[src/rtl/dynamic_pattern_pkg.sv]
// Shared constants and FSM state type for the
// serial pattern transmitter slice.
package dynamic_pattern_pkg;

  localparam int PAT_W = 5;
  localparam int CNT_W = 8;
  localparam int GAP_W = 4;
  localparam int BIT_W = $clog2(PAT_W + 1);

  localparam logic [PAT_W-1:0] DEFAULT_PAT =
    5'b01101;

  typedef enum logic [1:0] {
    IDLE,
    SEND,
    GAP
  } tx_state_t;

endpackage

[src/rtl/pattern_piso.sv]
// Parallel-in serial-out shift register, MSB first.
// Ports: clk, rst (async low), load, shift,
//   load_val (parallel word), msb (current head bit).
module pattern_piso
  import dynamic_pattern_pkg::*;
(
  input  logic             clk,
  input  logic             rst,
  input  logic             load,
  input  logic             shift,
  input  logic [PAT_W-1:0] load_val,
  output logic             msb
);

  logic [PAT_W-1:0] sr;

  always_ff @(posedge clk or negedge rst) begin
    if (!rst) begin
      sr <= '0;
    end else if (load) begin
      sr <= load_val;
    end else if (shift) begin
      sr <= {sr[PAT_W-2:0], 1'b0};
    end
  end

  assign msb = sr[PAT_W-1];

endmodule

[src/rtl/dynamic_pattern_tx.sv]
// Serial pattern transmitter: repeats a PAT_W-bit
// pattern MSB-first with optional idle gaps.
// Ports: clk, rst (async low), cfg_we/cfg_pattern
//   (pattern reg write), start/repeat_n/gap_n (burst
//   request), stall_i (freeze), d_o/v_o (serial
//   stream), busy, done (completion pulse).
module dynamic_pattern_tx
  import dynamic_pattern_pkg::*;
(
  input  logic             clk,
  input  logic             rst,
  input  logic             cfg_we,
  input  logic [PAT_W-1:0] cfg_pattern,
  input  logic             start,
  input  logic [CNT_W-1:0] repeat_n,
  input  logic [GAP_W-1:0] gap_n,
  input  logic             stall_i,
  output logic             d_o,
  output logic             v_o,
  output logic             busy,
  output logic             done
);

  tx_state_t        state;
  logic [PAT_W-1:0] pat_q;
  logic [PAT_W-1:0] burst_pat;
  logic [CNT_W-1:0] rep_left;
  logic [GAP_W-1:0] gap_q;
  logic [GAP_W-1:0] gap_cnt;
  logic [BIT_W-1:0] bit_cnt;

  logic [PAT_W-1:0] new_pat;
  logic             accept;
  logic             last_bit;
  logic             last_rep;
  logic             gap_end;
  logic             sh_load;
  logic             sh_shift;
  logic [PAT_W-1:0] sh_val;
  logic             sh_msb;

  // Same-cycle write bypasses into a new burst.
  assign new_pat = cfg_we ? cfg_pattern : pat_q;

  // busy still high in IDLE marks the closing
  // cycle of a burst; start is ignored there.
  assign accept = (state == IDLE) && !busy &&
                  start && !stall_i &&
                  (repeat_n != '0);

  assign last_bit =
    (bit_cnt == BIT_W'(PAT_W - 1));
  assign last_rep = (rep_left == CNT_W'(1));
  assign gap_end  = (gap_cnt == GAP_W'(1));

  // The first bit goes out on the accept edge,
  // so the shifter is loaded pre-shifted there.
  always_comb begin
    sh_load  = 1'b0;
    sh_shift = 1'b0;
    sh_val   = burst_pat;
    if (!stall_i) begin
      unique case (1'b1)
        (state == IDLE): begin
          if (accept) begin
            sh_load = 1'b1;
            sh_val  =
              {new_pat[PAT_W-2:0], 1'b0};
          end
        end
        (state == SEND): begin
          if (last_bit && !last_rep &&
              gap_q == '0) begin
            sh_load = 1'b1;
          end else begin
            sh_shift = 1'b1;
          end
        end
        (state == GAP): begin
          sh_load = gap_end;
        end
        default: ;
      endcase
    end
  end

  pattern_piso u_piso (
    .clk      (clk),
    .rst      (rst),
    .load     (sh_load),
    .shift    (sh_shift),
    .load_val (sh_val),
    .msb      (sh_msb)
  );

  always_ff @(posedge clk or negedge rst) begin
    if (!rst) begin
      state     <= IDLE;
      pat_q     <= DEFAULT_PAT;
      burst_pat <= '0;
      rep_left  <= '0;
      gap_q     <= '0;
      gap_cnt   <= '0;
      bit_cnt   <= '0;
      d_o       <= 1'b0;
      v_o       <= 1'b0;
      busy      <= 1'b0;
      done      <= 1'b0;
    end else begin
      if (cfg_we) begin
        pat_q <= cfg_pattern;
      end
      if (stall_i) begin
        v_o  <= 1'b0;
        done <= 1'b0;
      end else begin
        v_o  <= 1'b0;
        d_o  <= 1'b0;
        done <= 1'b0;
        unique case (state)
          IDLE: begin
            if (busy) begin
              busy <= 1'b0;
              done <= 1'b1;
            end else if (start) begin
              if (repeat_n == '0) begin
                done <= 1'b1;
              end else begin
                burst_pat <= new_pat;
                rep_left  <= repeat_n;
                gap_q     <= gap_n;
                bit_cnt   <= BIT_W'(1);
                d_o       <= new_pat[PAT_W-1];
                v_o       <= 1'b1;
                busy      <= 1'b1;
                state     <= SEND;
              end
            end
          end
          SEND: begin
            d_o <= sh_msb;
            v_o <= 1'b1;
            if (last_bit) begin
              bit_cnt  <= '0;
              rep_left <= rep_left - CNT_W'(1);
              if (last_rep) begin
                state <= IDLE;
              end else if (gap_q != '0) begin
                gap_cnt <= gap_q;
                state   <= GAP;
              end
            end else begin
              bit_cnt <= bit_cnt + BIT_W'(1);
            end
          end
          GAP: begin
            if (gap_end) begin
              gap_cnt <= '0;
              state   <= SEND;
            end else begin
              gap_cnt <= gap_cnt - GAP_W'(1);
            end
          end
          default: state <= IDLE;
        endcase
      end
    end
  end

endmodule

[config.mk]
export PLATFORM = sky130hd
export DESIGN_NAME = dynamic_pattern_tx
export DESIGN_NICKNAME = d
export VERILOG_FILES = /design/src/rtl/dynamic_pattern_pkg.sv /design/src/rtl/pattern_piso.sv /design/src/rtl/dynamic_pattern_tx.sv
export SDC_FILE = /design/constraint.sdc
export NUM_CORES = 1
export LEC_CHECK = 0
export ABC_AREA = 1
export ABC_CLOCK_PERIOD_IN_PS = 2750
export CAP_MARGIN = 40
export CORE_MARGIN = 8
export CORE_UTILIZATION = 30
export DETAILED_ROUTE_END_ITERATION = 7
export DONT_BUFFER_PORTS = 1
export PLACE_DENSITY = 0.51
export SETUP_SLACK_MARGIN = 0.15
export SLEW_MARGIN = 20
export SYNTH_ARGS = -nofsm -noshare
export SYNTH_HDL_FRONTEND = slang
export SYNTH_SLANG_ARGS = --single-unit
[constraint.sdc]
create_clock -name clk -period 2.75 [get_ports clk]
set_clock_uncertainty 0.2 [all_clocks]
set_input_delay 0.55 -clock clk [delete_from_list [all_inputs] [get_ports clk]]
set_output_delay 0.55 -clock clk [all_outputs]
set_load 0.005 [all_outputs]
# Word-level counts from Yosys, hierarchy flattened

Cells that the tools add are included.

Add/subtract/negate cells: 3
Equal/unequal tests: 13
Multiplexer cells: 50
Bitwise logic cells: 3
Reduce and logical (&&, ||, !) cells: 23

Operator list:

| cell                | number |
|---|---|
| $mux 8              | 4 |
| $mux 5              | 6 |
| $mux 1              | 18 |
| $mux 4              | 4 |
| $pmux 8 s2          | 1 |
| $reduce_and 5->1    | 3 |
| $mux 2              | 7 |
| $mux 3              | 4 |
| $ne 2x2->1 const B  | 6 |
| $eq 8x1->1 const B  | 1 |
| $logic_not 8->1     | 1 |
| $pmux 4 s2          | 1 |
| $reduce_bool 8->1   | 1 |
| $sub 8x1->8 const B | 1 |
| $reduce_and 7->1    | 1 |
| $logic_and 1x1->1   | 6 |
| $pmux 2 s3          | 1 |
| $pmux 3 s2          | 1 |
| $reduce_and 6->1    | 1 |
| $reduce_bool 2->1   | 3 |
| $eq 4x1->1 const B  | 1 |
| $logic_not 4->1     | 1 |
| $pmux 1 s2          | 2 |
| $reduce_bool 4->1   | 1 |
| 12 further kinds    | 16 |

Flip-flop bits (word level): 40
Input port bits: 22
Output and inout bits: 4
Word-level logic and storage cells: 104

# Depth between registers and ports, before layout

Word-level depth: 9
Depth in mapped cells: 12
Gate-level depth less buffers: 12

# Cells and area by module

A second synthesis with hierarchy kept.

Cell total of the unflattened synthesis: 294
Area, all modules: 2217.1 µm²

By module, submodules not included:

| module             | times used | cells each | area an instance (µm²) | sequential area each (µm²) |
|---|---|---|---|---|
| dynamic_pattern_tx | 1          | 268        | 1995.7                 | 879.6 |
| pattern_piso       | 1          | 26         | 221.5                  | 125.1 |

# Worst setup path before layout

No wires, ideal clock.

Path kind: input port to flip-flop
From: input port repeat_n[7]
To: register rep_left[1]
Setup time: 127 ps
Data arrival time: 1462 ps
Required time: 2423 ps
Path slack: 962 ps
Stages on the path: 9
Path through: nor2_1 -> nand2_1 -> nor2_2 -> nand2_1 -> nand2_2 -> nor2_4 -> buf_4 -> o211ai_1 -> o21ai_1

Word-level cells in the longest chain between the ends: 3

RTL lines:

| item                       | line                      | text |
|---|---|---|
| from (decl)                | dynamic_pattern_tx.sv:15  | `input logic [CNT_W-1:0] repeat_n,` |
| $logic_not 8->1            | dynamic_pattern_tx.sv:126 | `if (repeat_n == '0) begin` |
| $ne 2x2->1 (no line)       | --                        |  |
| $reduce_and 6->1 (no line) | --                        |  |
| to (signal assigned)       | dynamic_pattern_tx.sv:130 | `rep_left <= repeat_n;` |
| to (signal assigned)       | dynamic_pattern_tx.sv:145 | `rep_left <= rep_left - CNT_W'(1);` |
| to (decl)                  | dynamic_pattern_tx.sv:27  | `logic [CNT_W-1:0] rep_left;` |

Every way passes these cells.
A chain may end at the register's enable or synchronous reset.

# Worst setup path in the final report

From: register state[1]
To: register u_piso.sr[4]

Word-level cells in the longest chain between the ends: 9

RTL lines:

| item                                               | line                                               | text |
|---|---|---|
| from (decl)                                        | dynamic_pattern_tx.sv:24                           | `tx_state_t state;` |
| from (signal assigned)                             | dynamic_pattern_tx.sv:98                           | `state <= IDLE;` |
| from (signal assigned)                             | dynamic_pattern_tx.sv:136                          | `state <= SEND;` |
| from (signal assigned)                             | dynamic_pattern_tx.sv:147                          | `state <= IDLE;` |
| $logic_not 2->1                                    | dynamic_pattern_tx.sv:47, dynamic_pattern_tx.sv:64 |  |
| $logic_and 1x1->1 (2 in a row)                     | dynamic_pattern_tx.sv:47                           | `assign accept = (state == IDLE) && !busy &&` |
| $logic_and 1x1->1 (2 in a row)                     | dynamic_pattern_tx.sv:48                           | `start && !stall_i &&` |
| $mux 1 / $mux 5 (equally long branches)            | dynamic_pattern_tx.sv:65                           | `if (accept) begin` |
| $pmux 1 s3 / $mux 5 (equally long branches)        | dynamic_pattern_tx.sv:63                           | `unique case (1'b1)` |
| $mux 1 / $mux 5 (equally long branches)            | dynamic_pattern_tx.sv:62                           | `if (!stall_i) begin` |
| $mux 5 / $reduce_bool 2->1 (equally long branches) | --                                                 |  |
| to (signal assigned)                               | pattern_piso.sv:21                                 | `sr <= load_val;` |
| to (signal assigned)                               | pattern_piso.sv:23                                 | `sr <= {sr[PAT_W-2:0], 1'b0};` |
| to (decl)                                          | pattern_piso.sv:15                                 | `logic [PAT_W-1:0] sr;` |

Parallel ways exist; a longest one is shown, timed or not.

==> impl_metrics.ini <==
[floorplan]
rows = 31
coreArea_um2 = 7180
die-area_um2 = 10300
chipWidth_um = 102
dieHeight_um = 102
initial_core_util = 0.306
io_pins = 26

[routing]
vias_per_cell = 4.53
drtIter0Drc = 62
wl_per_cell_um = 12.1
first_pass_iters = 4
detail-route-antenna-nets = 0
vias = 1811
post-route-drc-count = 0
routed_wl_um = 4830

[run]
drv_cap = 0

[synthesis]
seq_area_frac_synth = 0.457
syn_inst = 294
syn_nets = 322
synthTopCellsByCount = nand2_1, dfrtp_1, inv_1
synth_seq_cells = 40
synthesis.area_um2 = 2200
yosys_warnings = 0
netlist_top_cells_area = dfrtp_1, nand2_1, inv_1
synth.most_common_cell = nand2_1
synth_top_cell_by_area = dfrtp_1
synth_edf_count = 0
synth_cell_types = 29
synthArstFlopShare = 1.00
syn_area_per_cell_um2 = 7.48
synth_top_cell_area_share = 0.421
ys.flop_type = dfrtp_1

[worst_setup_path]
cpMaxStageDelayCell = dfrtp_1
required_ps = 2770
crit_fanout = 10
slowest_delay_ps = 450
crit_top_cell = nand2_1
crit_path_start_kind = flip-flop
crit_chain = nor2_2 > nand3_2 > nor2_4 > nor2_1 > nand2_2 > nand2_2 > nand2_1 > nand2_1 > nand2_1
crit_arrival_ps = 1860
critPathKind = reg -> reg
critPathCaptureType = flip-flop

[pwr]
swShare = 0.426
power_switching_mw = 1.03
ir_drop_uv = 343
clkPwrFrac = 0.167
p_int_mw = 1.39
cellPowerDensity_nw_per_um2 = 996
power.share.sequential = 0.401
power.total_mw = 2.42
p_leak_nw = 1.23
power_frac_comb = 0.432

[clock_tree]
post-cts-setup-buffers = 0
path_clk_slew_ps = 80
cts.repair.resized = 0
clk_latency_ps = 290
cts_root_buf = clkbuf_8
holdBufCountCts = 2
cts_tree = built
clkSinkCount = 40
htreeDepth = 2
clock_path_buffers = 2
numCtsBuffers = 5

[timing]
fin_setup_tns_ps = 0
whs_ps = 178
slew_headroom = 0.790
period_share = 0.668
fin_crit_ps = 1840
fmax_mhz = 544
hold_viol = 0
rsz0062_at_grt = no
drv_slew = 0
finalSetupViolCount = 0
tightest_slew_ps = 311
worst_slack_ps = 912

[global_routing]
grt_max_degree = 41
grt_usage = 0.103
grt_pass1_wl_um = 8460
antenna_found_initial = 0
overflow = 0
grt_pass1_vias = 1748

[placed_design]
dp_hpwl_um = 3630
gp_congestion = 0.780
numPlacedInstances = 390
dpl_worst_slack_ps = 742
io_buffers = 0
placed_cell_area_um2 = 2310

[layout]
fillCellCount = 802
num-nets-final = 328
finish.utilization = 0.339
drive_gt1_frac = 0.0930
area_delta_synth_final_pct = 10.7
fin_cells = 400
n_antenna_cell = 0
fin_area_um2 = 2430

[hold_path]
hold_path.class = in -> reg

[outcome]
status = completed
[registers in the layout (all words and copies together), names as in the netlist]
| name | count |
|---|---|
| busy | 1 |
| gap_q | 4 |
| rep_left | 8 |
| d_o | 1 |
| state | 2 |
| gap_cnt | 4 |
| burst_pat | 5 |
| pat_q | 5 |
| v_o | 1 |
| bit_cnt | 3 |
| done | 1 |
| u_piso.sr | 5 |
[per-layer routing]
metal	vias to the layer above	wire, um	GRT usage
met4	0	61	0.0286
met5	-	0	0
met3	6	421	0.0378
met1	820	2280	0.132
li1	940	-	-
met2	45	2070	0.157
[worst max-delay path: cells and delay by family (launching register included)]
kind             cells  cell delay [ps]
and+or+nand+nor      9             1140
DFF                  1              450
[area by class of cell]
class                      instances  area, um^2  area share
multi-input combinational        208        1020       0.418
tap                               99         124      0.0509
timing repair buffer               3        37.5      0.0154
clock inverter                     2        10.0     0.00411
inverter                          42         158      0.0648
clock buffer                       6        82.6      0.0339
sequential                        40        1000       0.413
[power groups by stage]
stage	clock (mW)	combinational, mW	sequential, mW
detailed placement	0	1.03	0.984
floorplan	0	0.850	0.943
global route	0.454	1.24	1.00
global placement	0	1.04	0.984
finish	0.406	1.05	0.972
CTS	0.424	1.06	0.974
[worst paths after layout]
kind / startpoint / to / slack, ps / cells after the start
max reg2reg: state[1] / u_piso.sr[4] / 910 / 9
min: cfg_we / pat_q[3] / 180 / 1
min reg2reg: burst_pat[1] / burst_pat[1] / 270 / 2
min in group asynchronous: rst / rep_left[2] / 500 / 2
max in group asynchronous: rst / pat_q[0] / 1560 / 2
max: state[1] / u_piso.sr[4] / 910 / 9
[cell usage in the layout (no fill, tap or decap), types with 6 or more instances in the layout]
master / instances
o21ai_0: 24
dfrtp_1: 37
ha_1: 6
nor2_1: 21
nand3_1: 18
clkbuf_8: 6
inv_1: 37
a21oi_1: 8
nand2_1: 98
[cells by family after synthesis]
group,synth area share
xor+xnor,0.0199
flops,0.457
fa+ha+maj,0.0341
compound gates,0.107
simple gates,0.297
buf+inv,0.0803
mux,0.00512
Note: power is estimated with default switching activity, not from simulation.
